File: src/rtl/tdl_window_monitor.sv
// -----------------------------------------------------------------------------
// tdl_window_monitor
//
// Sequencer and statistics engine for the TDL voltage-glitch sensor.
//
// Operation: once armed, the block
//   1. discards SETTLE cycles while the popcount pipeline flushes,
//   2. samples q_count once per cycle over a programmable window,
//   3. returns one result record over a valid/ready handshake.
// A one-cycle drift_req pulse is raised when the window contains no glitch
// but lies entirely outside the calibrated nominal band.
//
// Parameters
//   QW      width of the TDL ones-count
//   CW      width of window length, hit counter and first-glitch index
//   SETTLE  cycles discarded after arming (1..15)
//
// Ports
//   clk, reset          sensor clock; synchronous active-high reset
//   start, abort        arm pulse (IDLE only) / unconditional return to IDLE
//   thresh              glitch when q_count <= thresh
//   q_nom, q_tol        nominal count and drift tolerance
//   win_len             samples per window (0 is treated as 1)
//   q_count             ones-count, one new value per cycle
//   busy                high in every state except IDLE
//   res_valid/res_ready result handshake
//   res_glitch          at least one glitch sample in the window
//   res_min, res_max    minimum / maximum sampled count
//   res_first           index of first glitch sample, all-ones if none
//   res_hits            glitch sample count, saturating
//   drift_req           one-cycle recalibration request
// -----------------------------------------------------------------------------
module tdl_window_monitor #(
    parameter int QW     = 7,
    parameter int CW     = 16,
    parameter int SETTLE = 4
) (
    input  logic          clk,
    input  logic          reset,
    input  logic          start,
    input  logic          abort,
    input  logic [QW-1:0] thresh,
    input  logic [QW-1:0] q_nom,
    input  logic [QW-1:0] q_tol,
    input  logic [CW-1:0] win_len,
    input  logic [QW-1:0] q_count,
    output logic          busy,
    output logic          res_valid,
    input  logic          res_ready,
    output logic          res_glitch,
    output logic [QW-1:0] res_min,
    output logic [QW-1:0] res_max,
    output logic [CW-1:0] res_first,
    output logic [CW-1:0] res_hits,
    output logic          drift_req
);

    typedef enum logic [1:0] {
        ST_IDLE,
        ST_SETTLE,
        ST_SAMPLE,
        ST_REPORT
    } state_t;

    localparam logic [QW-1:0] Q_ONES      = '1;
    localparam logic [CW-1:0] C_ONES      = '1;
    localparam logic [3:0]    SETTLE_LOAD = 4'(SETTLE - 1);

    state_t state, state_next;
    logic   arm;

    // Configuration captured at arm time.
    logic [QW-1:0] thresh_l, q_nom_l, q_tol_l;
    logic [CW-1:0] win_len_l;

    logic [3:0]    settle_cnt;

    // Running accumulators and their values after folding in this cycle's sample.
    logic [QW-1:0] acc_min, acc_max, upd_min, upd_max;
    logic [CW-1:0] acc_first, acc_hits, upd_first, upd_hits, idx;
    logic          acc_glitch, upd_glitch, is_glitch;

    logic [CW-1:0] win_last;
    logic          last_sample, enter_report;

    // Drift band, one bit wider than the count so sum/difference cannot wrap.
    logic [QW:0]   band_sum, band_lo, band_hi;
    logic          drift_hit;

    assign win_last    = (win_len_l == '0) ? '0 : win_len_l - 1'b1;
    assign last_sample = (idx == win_last);

    // ------------------------------------------------------------------------
    // FSM: state register
    // ------------------------------------------------------------------------
    // NOTE: sequential state is written with non-blocking assignments so every
    // flop samples values from before the edge, independent of block order.
    always_ff @(posedge clk) begin
        if (reset) state <= ST_IDLE;
        else       state <= state_next;
    end

    // ------------------------------------------------------------------------
    // FSM: next state. abort overrides everything, including a same-cycle start.
    // ------------------------------------------------------------------------
    // NOTE: every signal gets a default before the case so no path leaves it
    // unassigned, which would otherwise infer a latch.
    always_comb begin
        state_next = state;
        arm        = 1'b0;
        unique case (state)
            ST_IDLE:   if (start) begin
                           state_next = ST_SETTLE;
                           arm        = 1'b1;
                       end
            ST_SETTLE: if (settle_cnt == '0) state_next = ST_SAMPLE;
            ST_SAMPLE: if (last_sample)      state_next = ST_REPORT;
            ST_REPORT: if (res_ready)        state_next = ST_IDLE;
            default:                         state_next = ST_IDLE;
        endcase
        if (abort) begin
            state_next = ST_IDLE;
            arm        = 1'b0;
        end
    end

    assign enter_report = (state == ST_SAMPLE) && (state_next == ST_REPORT);

    // ------------------------------------------------------------------------
    // Sample classification and accumulator update
    // ------------------------------------------------------------------------
    always_comb begin
        is_glitch  = (q_count <= thresh_l);
        upd_min    = (q_count < acc_min) ? q_count : acc_min;
        upd_max    = (q_count > acc_max) ? q_count : acc_max;
        upd_glitch = acc_glitch | is_glitch;
        upd_hits   = acc_hits;
        upd_first  = acc_first;
        if (is_glitch) begin
            if (acc_hits != C_ONES)  upd_hits  = acc_hits + 1'b1;
            if (acc_first == C_ONES) upd_first = idx;
        end
    end

    // Drift band with saturation at both ends.
    always_comb begin
        band_sum  = {1'b0, q_nom_l} + {1'b0, q_tol_l};
        band_hi   = (band_sum > {1'b0, Q_ONES}) ? {1'b0, Q_ONES} : band_sum;
        band_lo   = (q_nom_l >= q_tol_l) ? {1'b0, q_nom_l - q_tol_l} : '0;
        drift_hit = !upd_glitch &&
                    (({1'b0, upd_max} < band_lo) || ({1'b0, upd_min} > band_hi));
    end

    // ------------------------------------------------------------------------
    // Datapath and registered outputs
    // ------------------------------------------------------------------------
    always_ff @(posedge clk) begin
        if (reset) begin
            thresh_l   <= '0;
            q_nom_l    <= '0;
            q_tol_l    <= '0;
            win_len_l  <= '0;
            settle_cnt <= '0;
            acc_min    <= Q_ONES;
            acc_max    <= '0;
            acc_first  <= C_ONES;
            acc_hits   <= '0;
            acc_glitch <= 1'b0;
            idx        <= '0;
            busy       <= 1'b0;
            res_valid  <= 1'b0;
            res_glitch <= 1'b0;
            res_min    <= '0;
            res_max    <= '0;
            res_first  <= C_ONES;
            res_hits   <= '0;
            drift_req  <= 1'b0;
        end else begin
            // Status outputs follow the next state so they change with it.
            busy      <= (state_next != ST_IDLE);
            res_valid <= (state_next == ST_REPORT);
            drift_req <= enter_report && drift_hit;

            if (arm) begin
                thresh_l   <= thresh;
                q_nom_l    <= q_nom;
                q_tol_l    <= q_tol;
                win_len_l  <= win_len;
                settle_cnt <= SETTLE_LOAD;
                acc_min    <= Q_ONES;
                acc_max    <= '0;
                acc_first  <= C_ONES;
                acc_hits   <= '0;
                acc_glitch <= 1'b0;
                idx        <= '0;
            end

            if (state == ST_SETTLE && settle_cnt != '0)
                settle_cnt <= settle_cnt - 1'b1;

            if (state == ST_SAMPLE) begin
                acc_min    <= upd_min;
                acc_max    <= upd_max;
                acc_first  <= upd_first;
                acc_hits   <= upd_hits;
                acc_glitch <= upd_glitch;
                idx        <= idx + 1'b1;
            end

            // Results include the last sample, so copy the updated values.
            if (enter_report) begin
                res_glitch <= upd_glitch;
                res_min    <= upd_min;
                res_max    <= upd_max;
                res_first  <= upd_first;
                res_hits   <= upd_hits;
            end
        end
    end

endmodule
File: config.mk
export PLATFORM = sky130hd
export DESIGN_NAME = tdl_window_monitor
export DESIGN_NICKNAME = d
export VERILOG_FILES = /design/src/rtl/tdl_window_monitor.sv
export SDC_FILE = /design/constraint.sdc
export NUM_CORES = 1
export LEC_CHECK = 0
export ABC_AREA = 1
export BUFFER_PORTS_ARGS = -buffer_cell sky130_fd_sc_hd__buf_4
export CAP_MARGIN = 30
export CORE_MARGIN = 2
export CORE_UTILIZATION = 59
export DETAILED_ROUTE_END_ITERATION = 8
export PLACE_DENSITY = 0.8
export SKIP_LAST_GASP = 1
export SLEW_MARGIN = 20
export SYNTH_ARGS = -nofsm -noshare
export SYNTH_HDL_FRONTEND = slang
export SYNTH_SLANG_ARGS = --single-unit
export TNS_END_PERCENT = 20
File: constraint.sdc
create_clock -name clk -period 3 [get_ports clk]
set_clock_uncertainty 0.05 [all_clocks]
set_input_delay 0.15 -clock clk [delete_from_list [all_inputs] [get_ports clk]]
set_output_delay 0.15 -clock clk [all_outputs]
set_load 0.02 [all_outputs]
## Yosys cells after proc, flatten, opt, wreduce, memory -nomap -nowiden

Cells that the tools add are included.

| storage, ports and cells | value |
|---|---|
| flip-flop bits (word level) | 156 |
| output and inout bits | 50 |
| logic and storage cells | 85 |

| cells by class | value |
|---|---|
| $add $sub $neg | 6 |
| order comparisons | 7 |
| equality and inequality tests | 7 |
| muxes and demuxes | 31 |
| bitwise logic cells | 1 |
| reductions and logical operators | 13 |

Operators with widths:

| kind | count |
|---|---|
| 16-bit two-way mux | 10 |
| 7-bit two-way mux | 7 |
| 16-bit by 1-bit adder with 16-bit output, second input constant | 2 |
| 16-bit == test | 1 |
| 16-bit == test, second input constant | 1 |
| 16-bit zero test | 1 |
| 16-bit != test, second input constant | 1 |
| 16-bit by 1-bit subtractor with 16-bit output, second input constant | 1 |
| 7-bit less-than comparator | 2 |
| 2-bit two-way mux | 5 |
| 7-bit by 7-bit adder with 8-bit output | 1 |
| 7-bit by 8-bit greater-than comparator with 1-bit output | 1 |
| 8-bit by 7-bit greater-than comparator with 1-bit output, second input constant | 1 |
| 4-bit two-way mux | 2 |
| 8-bit two-way mux | 1 |
| 2-bit case mux with 4 select lines | 1 |
| 7-bit greater-or-equal comparator | 1 |
| 7-bit greater-than comparator | 1 |
| 7-bit less-or-equal comparator | 1 |
| 7-bit subtractor | 1 |
| 2-bit == test, second input constant | 3 |
| 2-bit nonzero test | 3 |
| 1-bit two-way mux | 5 |
| 1-bit logical AND | 4 |
| other kinds (8) | 8 |

## Depth between registers and ports, before layout

Gate-level depths: netlist of the first run.

| depth | value |
|---|---|
| depth after elaboration | 9 |
| mapped depth | 21 |
| depth with buffers taken out | 21 |

## Least setup slack after synthesis of the first run

OpenSTA, ideal clock, no wires.

| path | value |
|---|---|
| kind | register to register |
| start point | reg q_tol_l[1] |
| end point | reg drift_req |
| setup time | 114 ps |
| arrival | 2583 ps |
| data required time | 2836 ps |
| slack | 253 ps |
| stages on the path, launching flop included | 22 |
| period minus slack after synthesis | 2747 ps |
| path through | dfxtp_1 inv_1 ha_1 inv_1 a21oi_1 o21bai_1 nand2_1 a21oi_1 o21ai_0 nand2_1 a21oi_1 inv_1 a21oi_1 ha_1 a21oi_1 o21ai_0 a21oi_1 o21ai_0 o21ai_0 o21ai_0 nand2_1 nor2_1 |

| on the way | value |
|---|---|
| cells in the longest elaborated chain, start to end | 7 |

RTL lines:

| what | RTL line | RTL |
|---|---|---|
| from (decl) | 73 | `logic [QW-1:0] thresh_l, q_nom_l, q_tol_l;` |
| from (signal assigned) | 187 | `q_tol_l <= q_tol;` |
| 7-bit by 7-bit adder with 8-bit output | 147 | `band_sum = {1'b0, q_nom_l} + {1'b0, q_tol_l};` |
| 8-bit by 7-bit greater-than comparator with 1-bit output | 148 | `band_hi = (band_sum > {1'b0, Q_ONES}) ? {1'b0, Q_ONES} : band_sum;` |
| 8-bit two-way mux | 148 |  |
| 7-bit by 8-bit greater-than comparator with 1-bit output | 151 | `(({1'b0, upd_max} < band_lo) \|\| ({1'b0, upd_min} > band_hi));` |
| 1-bit logical OR (*) | 151 |  |
| 1-bit logical AND (*) | 150 | `drift_hit = !upd_glitch &&` |
| 1-bit logical AND (*) | 182 | `drift_req <= enter_report && drift_hit;` |
| to (signal assigned) | 182 |  |
| to (decl) | 55 | `output logic drift_req` |

Every way passes the cells marked *; elsewhere a longest branch is shown, timed or not.
A chain may end at the register's enable or synchronous reset.

## Final worst setup path of the first run

| path | value |
|---|---|
| start point | reg q_nom_l[0] |
| end point | reg drift_req |

| on the way | value |
|---|---|
| cells in the longest elaborated chain, start to end | 7 |

RTL lines:

| what | RTL line | RTL |
|---|---|---|
| from (decl) | 73 |  |
| from (signal assigned) | 186 | `q_nom_l <= q_nom;` |
| 7-bit by 7-bit adder with 8-bit output | 147 |  |
| 8-bit by 7-bit greater-than comparator with 1-bit output | 148 |  |
| 8-bit two-way mux | 148 |  |
| 7-bit by 8-bit greater-than comparator with 1-bit output | 151 |  |
| 1-bit logical OR (*) | 151 |  |
| 1-bit logical AND (*) | 150 |  |
| 1-bit logical AND (*) | 182 |  |

Marks and branches as above.

==> impl_results.md, run 1 <==
* Status: completed
* Root buf cell: clkbuf_16
* CTS tree: done
* Reg area at 3130 µm²
* Ranking of synthesized cells by area: dfxtp_1 (34%), nand2_1 (15%), inv_1 (8.4%)
* #FFs+latches synth at 156
* DRT antenna net count at 0
* EDFF count, synth at 0
* Final setup violation count at 0
* Layout cells sized above 1 at 0.134
* Syn. warnings at 0
* DP Wirelength at 15900 µm
* Longest Clk Path Bufs at 2
* Die H at 128 µm
* R2R depth at 19
* Max-cap viol count at 0
* Core area at 15100 µm²
* Largest net degree at the start of global routing at 80
* CP Class: reg2reg
* Min Hold Slack at about 0.017 ns
* XOR/XNOR Fraction of Synth Area at 0.0145
* Post-layout nets at between 1500 and 2000
* Fin cells at ~1700
* Fillers at about 1300
* Async set or reset register ratio after synthesis at 0
* Pwr Total at roughly 5.7 mW
* Leading cell types by count after synthesis: nand2_1 (355), inv_1 (203), dfxtp_1 (156), nor2_1 (133), o21ai_0 (120)
* Fmax at ~350 MHz
* Most common cell in the synthesized netlist: nand2_1
* DRT iter0 DRCs at 609
* CP Cell Sequence: inv_2 > ha_4 > inv_2 > fa_2 > inv_2 > nor2_1 > a211oi_2 > or2_4 > nand2_2 > a21oi_2 > xor2_1 > nand2_1 > ha_4 > nand2_1 > nor2_1 > a21boi_2 > o21ai_1 > nand2_1 > nor2_1
* Placed cell count at roughly 1600
* RR Endpoint: drift_req$_SDFF_PP0_
* Hold Vio Cnt, Final at 0
* Worst rel slew slack at 0.501
* Complex-gate fraction of the synthesized area at 0.159
* Post-Synth Adder-Cell Area at 0.0748
* Syn_area_per_cell at 6.49 µm²
* Grt total ovfl at 0
* IO Port Bufs at 98
* Reg2Reg Setup Slack at 0.16 ns
* Drt first pass iters at 5
* Seq/Total Area, Yosys at 0.345
* Clock transition at the registers of the reported paths at about 0.060 ns
* CP delay by family, top: adder cells
* Fin util at 0.735
* Fin crit share at 0.947
* Detailed-route DRC error count at 0
* Vias/cell at ~5.4
* Final max-slew violation count at 0
* Bufs and invs on worst path at 3
* Worst path arrival time at about 3.1 ns
* Worst reg2reg startpoint: q_nom_l[0]$_SDFFE_PP0P_
* Worst Hold Class: in2reg
* Vias in the first global route at between 8000 and 9000
* Die area at 16400 µm²
* Row count at 45
* Via count at just over 9000
* CP startpoint kind: register
* CP endpoint kind: register
* CTS HTree Levels at 4
* WL per Instance at between 10 and 15 µm
* Area Overhead vs Synth at 22.4%
* TritonCTS sink count at 156
* Post-Synth Simple-Gate Area at 0.294
* Setup WS post-layout at about 0.16 ns
* Synth cell types at 43
* Leakage at between 5 and 6 nW
* Post-synthesis cell area at around 9100 µm²
* Crit path depth at 19
* Placer Congestion at 0.931
* I/O pin count at a little under 100
* CTS Buf Count at 17
* Least-Margin Pin Slew at ~0.75 ns
* Crit path from: q_nom_l[0]$_SDFFE_PP0P_
* Initial Utilization at 0.601
* Slowest cell on crit path: fa_2
* Delay of the slowest critical-path stage at between 0.3 and 0.4 ns
* Drt total wl at roughly 24000 µm
* Power Dens Cells at about 510 nW/µm²
* Diodes inserted at 0
* Multi-input logic area at around 5100 µm²
* Setup WS pre-CTS at -0.0831 ns
* Antenna violations before repair at 0
* Last element of the critical path: drift_req$_SDFF_PP0_
* Primary FF master, synth: dfxtp_1
* Main combinational cell family by area after synthesis: simple AND/OR/NAND/NOR gates
* Total track usage at 0.291
* Leading area contributor after synthesis: dfxtp_1
* Period minus WS final at about 2.8 ns
* Mux contribution to synthesized area at 0
* RSZ-0062 raised after global routing: yes
* Crit-path max FO at 2
* Worst skew pair latency at around 0.43 ns
* DIE WIDTH at 128 µm
* First-pass GRT wire length at approximately 39000 µm
* Req. time, crit path at around 3.3 ns
* Synth top area share at 0.345
* Syn nets at 1499
* Cells after Synth at ~1400
* Maximum VDD drop at about 0.43 mV
==> state kept, by name, indices dropped and copies added, names as in the netlist, 16 cells and up <==
name / flops
win_len_l: 16
res_hits: 16
res_first: 16
idx: 16
acc_first: 16
acc_hits: 16
==> layout by cell type, fill, tap and decap left out, types with 29 or more instances in the layout <==
master,synthesis,layout
nand2_1,355,353
inv_1,203,197
dfxtp_1,156,152
nor2_1,133,131
buf_4,2,121
o21ai_0,120,110
nand3_1,99,98
a21oi_1,97,90
ha_1,51,47
dlygate4sd3_1,0,29
==> kinds of logic after synthesis <==
logic type,after synthesis
and+or+nand+nor,639
buffers and inverters,268
AOI/OAI and AO/OA,266
DFF,156
adders and majority gates,53
xor gates and xnor gates,15
==> metal layers <==
metal / part of all wire / track usage / up-vias
li1: - / - / 4743
met1: 0.44 / 0.371 / 4243
met2: 0.49 / 0.500 / 249
met3: 0.043 / 0.0442 / 58
met4: 0.026 / 0.111 / 0
met5: 0 / 0 / -
==> cell type report <==
| class | count | share of cell area |
|---|---|---|
| Sequential cell | 156 | 0.282 |
| Tap cell | 188 | 0.0212 |
| Multi-Input combinational cell | 975 | 0.456 |
| Clock inverter | 11 | 0.0159 |
| Timing Repair Buffer | 152 | 0.112 |
| Clock buffer | 21 | 0.0433 |
| Inverter | 207 | 0.0701 |
==> power breakdown <==
part | internal [mW] | switching [mW]
Clock | 1.49 | 0.901
Combinational | 0.428 | 0.705
Sequential | 2.12 | 0.0422
Total | 4.05 | 1.65
==> worst min-delay path by stage <==
stage          slack (ns)                        end       start  cells after the start
3_5_place_dp         0.37    q_nom_l[4]$_SDFFE_PP0P_    q_nom[4]                      3
6_report             0.02  win_len_l[0]$_SDFFE_PP0P_  win_len[0]                      3
5_1_grt              0.04    q_tol_l[2]$_SDFFE_PP0P_    q_tol[2]                      3
4_1_cts             0.003    q_tol_l[2]$_SDFFE_PP0P_    q_tol[2]                      3
3_3_place_gp         0.36    q_nom_l[5]$_SDFFE_PP0P_    q_nom[5]                      3
2_1_floorplan        0.27    q_nom_l[1]$_SDFFE_PP0P_    q_nom[1]                      2
==> worst reg2reg max path: stages, from the launching register on <==
cell	delay, ns
dfxtp_2	0.32
inv_2	0.07
ha_4	0.13
inv_2	0.04
fa_2	0.39
inv_2	0.07
nor2_1	0.05
a211oi_2	0.24
or2_4	0.17
nand2_2	0.05
a21oi_2	0.14
xor2_1	0.15
nand2_1	0.11
ha_4	0.31
nand2_1	0.05
nor2_1	0.08
a21boi_2	0.15
o21ai_1	0.08
nand2_1	0.06
nor2_1	0.04
==> stage by stage <==
step	setup TNS, ns	area (µm²)
2_1_floorplan	0	9060
3_3_place_gp	0	9960
3_5_place_dp	-0.0831	9960
4_1_cts	0	10900
5_1_grt	-0.107	11100
6_report	0	11100
==> repair_timing <==
action,in CTS,in global routing
hold buffers,29,0
endpoints found under the setup margin,1,36
cloned,0,2
resized for setup,3,39
pin swaps,0,16
endpoints found under the hold margin,29,0
setup buffers,0,8
No activity file was read; power rests on OpenSTA's default activity.
==> run 2, diff against run 1 <==
--- a/config.mk
+++ b/config.mk
@@ -9,9 +9,9 @@
 export BUFFER_PORTS_ARGS = -buffer_cell sky130_fd_sc_hd__buf_4
 export CAP_MARGIN = 30
 export CORE_MARGIN = 2
-export CORE_UTILIZATION = 59
+export CORE_UTILIZATION = 55
 export DETAILED_ROUTE_END_ITERATION = 8
-export PLACE_DENSITY = 0.8
+export PLACE_DENSITY = 0.75
 export SKIP_LAST_GASP = 1
 export SLEW_MARGIN = 20
 export SYNTH_ARGS = -nofsm -noshare
==> run 2 against run 1 <==
Die area up 7.0%. Clock power down 13%. Sequential power about the same. Flip-flop and latch count unchanged. Sequential share of layout area down 0.52 points. Worst setup slack worse by 0.085 ns. Critical path type unchanged. Largest cell class unchanged. Highest routed layer unchanged.
==> impl_results.md, run 2 (synthesis gave the netlist of run 1 again) <==
* Status: completed (unchanged)
* Fmax at 342 MHz (was 352 MHz)
* Antenna violations before repair at 0 (unchanged)
* Drt first pass iters at 7 (was 5)
* Vias/cell at 5.30 (was 5.43)
* Clock transition at the registers of the reported paths at 0.06 ns (about the same)
* Commonest non-fill, non-tap cell in the layout: nand2_1 (unchanged)
* Period minus WS final at 2.93 ns (was 2.84 ns)
* Hold Vio Cnt, Final at 0 (unchanged)
* Placer Congestion at 0.947 (was 0.931)
* Fin crit share at 0.976 (was 0.947)
* Grt total ovfl at 0 (unchanged)
* Final setup violation count at 0 (unchanged)
* Crit-path max FO at 6 (was 2)
* Area post-placement at 10000 µm² (was 9960 µm²)
* Pwr Total at 5.40 mW (was 5.69 mW)
* DP Wirelength at 16200 µm (was 15900 µm)
* First-pass GRT wire length at 39100 µm (was 39000 µm)
* Worst Hold Class: in2reg (unchanged)
* Longest Clk Path Bufs at 2 (unchanged)
* Largest net degree at the start of global routing at 107 (was 80)
* Max-cap viol count at 0 (unchanged)
* R2R depth at 21 (was 19)
* Setup WS pre-CTS at -0.0211 ns (was -0.0831 ns)
* Drt total wl at 24700 µm (was 24000 µm)
* DRT iter0 DRCs at 682 (was 609)
* CP Cell Sequence: inv_2 > ha_4 > inv_2 > a21oi_2 > o21bai_1 > nand2_1 > a21oi_2 > o21ai_2 > nand2_1 > a21oi_2 > inv_2 > a21oi_4 > ha_4 > a21oi_1 > o21ai_1 > a21oi_1 > o21ai_0 > o21ai_0 > o21ai_1 > nand2_1 > nor2_1 (was inv_2 > ha_4 > inv_2 > fa_2 > inv_2 > nor2_1 > a211oi_2 > or2_4 > nand2_2 > a21oi_2 > xor2_1 > nand2_1 > ha_4 > nand2_1 > nor2_1 > a21boi_2 > o21ai_1 > nand2_1 > nor2_1)
* Hold depth at 3 (unchanged)
* Fin util at 0.706 (was 0.735)
* WL per Instance at 14.1 µm (was 14.0 µm)
* Setup WS post-layout at 0.0727 ns (was 0.158 ns)
* Maximum VDD drop at 0.400 mV (was 0.426 mV)
* Vias in the first global route at 8460 (was 8511)
* Slowest cell on crit path: dfxtp_1 (was fa_2)
* Leakage at 5.34 nW (was 5.28 nW)
* CP endpoint kind: register (unchanged)
* Root buf cell: clkbuf_16 (unchanged)
* Worst skew pair latency at 0.43 ns (about the same)
* RSZ-0062 raised after global routing: yes (unchanged)
* Min Hold Slack at 0.00176 ns (was 0.0174 ns)
* Die area at 17500 µm² (was 16400 µm²)
* Commonest non-fill, non-tap cells in the layout: nand2_1 (352), inv_1 (196), dfxtp_1 (153), nor2_1 (131), buf_4 (123) (was nand2_1 (353), inv_1 (197), dfxtp_1 (152), nor2_1 (131), buf_4 (121))
* Layout cells sized above 1 at 0.147 (was 0.134)
* Multi-input logic area at 5140 µm² (was 5060 µm²)
* Power Dens Cells at 478 nW/µm² (was 513 nW/µm²)
* Reg area at 3130 µm² (about the same)
* Worst reg2reg startpoint: q_tol_l[1]$_SDFFE_PP0P_ (was q_nom_l[0]$_SDFFE_PP0P_)
* Die H at 132 µm (was 128 µm)
* CP Class: reg2reg (unchanged)
* CP delay by family, top: compound AO/OA/AOI/OAI gates (was adder cells)
* DRT antenna net count at 0 (unchanged)
* Fin cells at 1751 (was 1710)
* CP startpoint kind: register (unchanged)
* Cell area after layout at 11300 µm² (was 11100 µm²)
* Area Overhead vs Synth at 24.6% (was 22.4%)
* Least-Margin Pin Slew at 0.677 ns (was 0.748 ns)
* I/O pin count at 99 (unchanged)
* Core area at 16000 µm² (was 15100 µm²)
* Post-layout nets at 1624 (was 1611)
* Worst Hold End: q_nom_l[0]$_SDFFE_PP0P_ (was win_len_l[0]$_SDFFE_PP0P_)
* Diodes inserted at 0 (unchanged)
* CTS Buf Count at 17 (unchanged)
* TritonCTS sink count at 156 (unchanged)
* Worst rel slew slack at 0.549 (was 0.501)
* Req. time, crit path at 3.27 ns (about the same)
* Reg2Reg Setup Slack at 0.07 ns (was 0.16 ns)
* Placed cell count at 1670 (was 1639)
* Hold_sp: q_nom[0] (was win_len[0])
* Total track usage at 0.266 (was 0.291)
* IO Port Bufs at 98 (unchanged)
* Fin Setup TNS at 0 ns (unchanged)
* Delay of the slowest critical-path stage at 0.34 ns (was 0.39 ns)
* CTS tree: done (unchanged)
* Detailed-route DRC error count at 0 (unchanged)
* Worst path arrival time at 3.19 ns (was 3.12 ns)
* RR Endpoint: drift_req$_SDFF_PP0_ (unchanged)
* Fillers at 1399 (was 1253)
* Initial Utilization at 0.566 (was 0.601)
* CTS HTree Levels at 4 (unchanged)
* Bufs and invs on worst path at 3 (unchanged)
* Final max-slew violation count at 0 (unchanged)
* Row count at 46 (was 45)
* DIE WIDTH at 132 µm (was 128 µm)
* Via count at 9286 (was 9293)
run 2: changes by cell type in the layout (fill, tap and decap cells not counted), sizes merged:
cell         previous run  this run
nand4                  27        28
nand2                 358       359
buf                   123       129
inv                   209       208
o211ai                  5         4
dlygate4sd3            29        32
clkinv                  4         8
clkinvlp                1         3
clkbuf                 21        23
bufinv                  4         0
run 2: worst reg2reg max path: cells and delay by family, from the launching register on:
kind | cells | cell delay, ns
and+or+nand+nor | 4 | 0.34
adders and majority gates | 2 | 0.49
DFF | 1 | 0.34
buffers and inverters | 3 | 0.21
AOI/OAI and AO/OA | 12 | 1.39
run 2: final cells by class:
type                       count  share of cell area
clock buffer                  20              0.0413
clock inverter                12             0.00919
inverter                     207              0.0691
multi-input combinational    976               0.455
sequential                   156               0.277
tap                          216              0.0239
timing repair buffer         164               0.124
run 2: repair_timing:
| action | 4_1_cts | 5_1_grt |
|---|---|---|
| pin swaps | 0 | 16 |
| setup endpoints to repair | 1 | 48 |
| cloned | 0 | 8 |
| buffers inserted | 0 | 9 |
| resized for setup | 2 | 58 |
| hold endpoints to repair | 32 | 0 |
| hold buffers | 32 | 0 |
run 2: worst max-delay path by stage:
stage                                       start                    to  slack [ns]  cells past startpoint
after floorplan           q_tol_l[1]$_SDFFE_PP0P_  drift_req$_SDFF_PP0_        0.25                     21
after CTS                 q_tol_l[1]$_SDFFE_PP0P_  drift_req$_SDFF_PP0_        0.02                     21
after detailed placement  q_tol_l[1]$_SDFFE_PP0P_  drift_req$_SDFF_PP0_       -0.02                     21
after global placement    acc_min[2]$_SDFFE_PP1P_  drift_req$_SDFF_PP0_        0.13                     17
final                     q_tol_l[1]$_SDFFE_PP0P_  drift_req$_SDFF_PP0_        0.07                     21
after global routing      q_tol_l[1]$_SDFFE_PP0P_  drift_req$_SDFF_PP0_       -0.11                     21
run 2: power breakdown:
group          switching (mW)  internal [mW]  total [mW]  leakage, nW
combinational           0.713          0.439        1.15         3.80
clock                   0.935           1.14        2.08        0.272
sequential             0.0426           2.12        2.16         1.27
run 2: layer usage:
layer / share of wire / GRT usage / wire (µm) / vias up
met5: 0 / 0 / 0 / -
met4: 0.020 / 0.0836 / 486 / 0
met3: 0.051 / 0.0431 / 1250 / 51
met2: 0.48 / 0.459 / 11800 / 275
met1: 0.45 / 0.340 / 11200 / 4192
li1: - / - / - / 4768
==> run 3, diff against run 2 <==
--- a/config.mk
+++ b/config.mk
@@ -6,7 +6,7 @@
 export NUM_CORES = 1
 export LEC_CHECK = 0
 export ABC_AREA = 1
-export BUFFER_PORTS_ARGS = -buffer_cell sky130_fd_sc_hd__buf_4
+export BUFFER_PORTS_ARGS = -buffer_cell sky130_fd_sc_hd__clkbuf_2
 export CAP_MARGIN = 30
 export CORE_MARGIN = 2
 export CORE_UTILIZATION = 55
==> run 3 against run 2 <==
Fmax increased by 0.36%. Flip-flop and latch count unchanged. Cell area decreased by 4.0%. Combinational power about the same. Critical path depth decreased by 1. Global-route usage increased by 0.95 points. Via count decreased by 0.66%. First-iteration DRC count decreased by 6.9%. Power increased by 1.4%. Worst hold slack improved by 0.0029 ns. Clock power increased by 5%. Register-to-register slack about the same. Largest cell class unchanged. Largest power group is now the clock network.
==> impl_results.md, run 3 (synthesis gave the netlist of run 1 again) <==
* Status: completed (unchanged)
* Post-layout nets at 1612 (was 1624)
* CTS Buf Count at 17 (unchanged)
* RR Endpoint: drift_req$_SDFF_PP0_ (unchanged)
* Crit-path max FO at 6 (unchanged)
* Vias in the first global route at 8717 (was 8460)
* Drt first pass iters at 5 (was 7)
* Drt total wl at 23900 µm (was 24700 µm)
* RSZ-0062 raised after global routing: yes (unchanged)
* Worst rel slew slack at 0.546 (was 0.549)
* DRT antenna net count at 0 (unchanged)
* Fmax at 343 MHz (was 342 MHz)
* CP startpoint kind: register (unchanged)
* Fillers at 1461 (was 1399)
* Hold Vio Cnt, Final at 0 (unchanged)
* CP Class: reg2reg (unchanged)
* Worst Hold End: win_len_l[3]$_SDFFE_PP0P_ (was q_nom_l[0]$_SDFFE_PP0P_)
* Hold_sp: win_len[3] (was q_nom[0])
* Leakage at 5.19 nW (was 5.34 nW)
* Antenna violations before repair at 1 (was 0)
* Worst Hold Class: in2reg (unchanged)
* TritonCTS sink count at 156 (unchanged)
* First-pass GRT wire length at 40200 µm (was 39100 µm)
* Worst reg2reg startpoint: q_nom_l[1]$_SDFFE_PP0P_ (was q_tol_l[1]$_SDFFE_PP0P_)
* I/O pin count at 99 (unchanged)
* Largest net degree at the start of global routing at 67 (was 107)
* Worst skew pair latency at 0.43 ns (about the same)
* Reg2Reg Setup Slack at 0.08 ns (was 0.07 ns)
* Final max-slew violation count at 0 (unchanged)
* WL per Instance at 13.7 µm (was 14.1 µm)
* Area Overhead vs Synth at 19.7% (was 24.6%)
* Grt total ovfl at 0 (unchanged)
* Max-cap viol count at 0 (unchanged)
* Fin crit share at 0.972 (was 0.976)
* Core area at 16000 µm² (unchanged)
* Worst path arrival time at 3.19 ns (about the same)
* Placed cell count at 1673 (was 1670)
* Least-Margin Pin Slew at 0.681 ns (was 0.677 ns)
* DP Wirelength at 16200 µm (about the same)
* Row count at 46 (unchanged)
* Vias/cell at 5.30 (about the same)
* DRT iter0 DRCs at 635 (was 682)
* Root buf cell: clkbuf_16 (unchanged)
* Fin cells at 1740 (was 1751)
* Final setup violation count at 0 (unchanged)
* Req. time, crit path at 3.27 ns (about the same)
* CTS HTree Levels at 4 (unchanged)
* CTS tree: done (unchanged)
* CP endpoint kind: register (unchanged)
* Initial Utilization at 0.566 (unchanged)
* Detailed-route DRC error count at 0 (unchanged)
* Maximum VDD drop at 0.412 mV (was 0.400 mV)
* Longest Clk Path Bufs at 2 (unchanged)
* Die H at 132 µm (unchanged)
* Layout cells sized above 1 at 0.136 (was 0.147)
* DIE WIDTH at 132 µm (unchanged)
* Commonest non-fill, non-tap cells in the layout: nand2_1 (352), inv_1 (198), dfxtp_1 (153), nor2_1 (130), o21ai_0 (109) (was nand2_1 (352), inv_1 (196), dfxtp_1 (153), nor2_1 (131), buf_4 (123))
* Multi-input logic area at 5070 µm² (was 5140 µm²)
* Fin Setup TNS at 0 ns (unchanged)
* Die area at 17500 µm² (unchanged)
* Hold depth at 3 (unchanged)
* Via count at 9225 (was 9286)
* Period minus WS final at 2.92 ns (was 2.93 ns)
* Commonest non-fill, non-tap cell in the layout: nand2_1 (unchanged)
* Reg area at 3130 µm² (unchanged)
* IO Port Bufs at 98 (unchanged)
* Placer Congestion at 0.956 (was 0.947)
* Clock transition at the registers of the reported paths at 0.06 ns (about the same)
* R2R depth at 20 (was 21)
* Total track usage at 0.275 (was 0.266)
* Power Dens Cells at 505 nW/µm² (was 478 nW/µm²)
[run 3: per-stage QoR]
stage / total power [mW] / area (µm²) / hold WS, ns / setup WS (ns) / util
finish: 5.47 / 10800 / 0.00464 / 0.0830 / 0.678
detailed placement: 3.20 / 9770 / 0.359 / -0.0693 / 0.611
global route: 5.74 / 10800 / 0.00528 / -0.154 / 0.678
floorplan: 2.94 / 9060 / 0.267 / 0.253 / -
CTS: 5.39 / 10700 / 0.00187 / 0.0251 / 0.666
global placement: 3.18 / 9770 / 0.363 / 0.104 / 0.611
[run 3: what timing repair did]
action | 4_1_cts | 5_1_grt
hold buffers | 28 | 0
gates resized for setup | 3 | 44
endpoints found under the hold margin | 28 | 0
buffers inserted | 1 | 5
endpoints found under the setup margin | 1 | 25
pin swaps | 1 | 19
[run 3: routing by layer]
layer | track usage | up-vias | wire length [µm]
met2 | 0.472 | 260 | 11400
met1 | 0.344 | 4174 | 10600
met4 | 0.111 | 0 | 729
li1 | - | 4731 | -
met3 | 0.0477 | 60 | 1060
met5 | 0 | - | 0
[run 3: critical path, stage by stage (launching register included)]
cell	delay (ns)
dfxtp_2	0.38
ha_4	0.21
inv_1	0.08
a21oi_2	0.07
o21bai_1	0.24
nand2_2	0.14
a21oi_2	0.19
o21ai_2	0.08
nand2_1	0.09
a21oi_2	0.07
inv_2	0.14
nor2_2	0.05
ha_1	0.33
a21oi_2	0.15
o21ai_1	0.08
a21oi_1	0.15
o21ai_1	0.07
o21ai_1	0.07
o21ai_1	0.07
nand2_1	0.06
nor2_1	0.05
[run 3: how the worst max path moves through the flow]
stage,from,endpoint,cells past startpoint
after floorplan,q_tol_l[1]$_SDFFE_PP0P_,drift_req$_SDFF_PP0_,21
after global placement,q_tol_l[1]$_SDFFE_PP0P_,drift_req$_SDFF_PP0_,21
after detailed placement,q_tol_l[1]$_SDFFE_PP0P_,drift_req$_SDFF_PP0_,21
after CTS,q_tol_l[1]$_SDFFE_PP0P_,drift_req$_SDFF_PP0_,21
after global routing,q_tol_l[1]$_SDFFE_PP0P_,drift_req$_SDFF_PP0_,21
final,q_nom_l[1]$_SDFFE_PP0P_,drift_req$_SDFF_PP0_,20
[run 3: power by group]
| group | internal (mW) | switching, mW |
|---|---|---|
| Sequential | 2.12 | 0.0439 |
| Combinational | 0.422 | 0.707 |
| Clock | 1.28 | 0.898 |
[run 3: area by class of cell]
type / instances / share of cell area
inverters: 207 / 0.0718
clock buffers: 21 / 0.0425
flip-flops and latches: 156 / 0.288
clock inverters: 11 / 0.0125
multi-input cells: 973 / 0.468
well taps: 216 / 0.0249
diodes: 1 / 0.000231
repair buffers: 155 / 0.0923
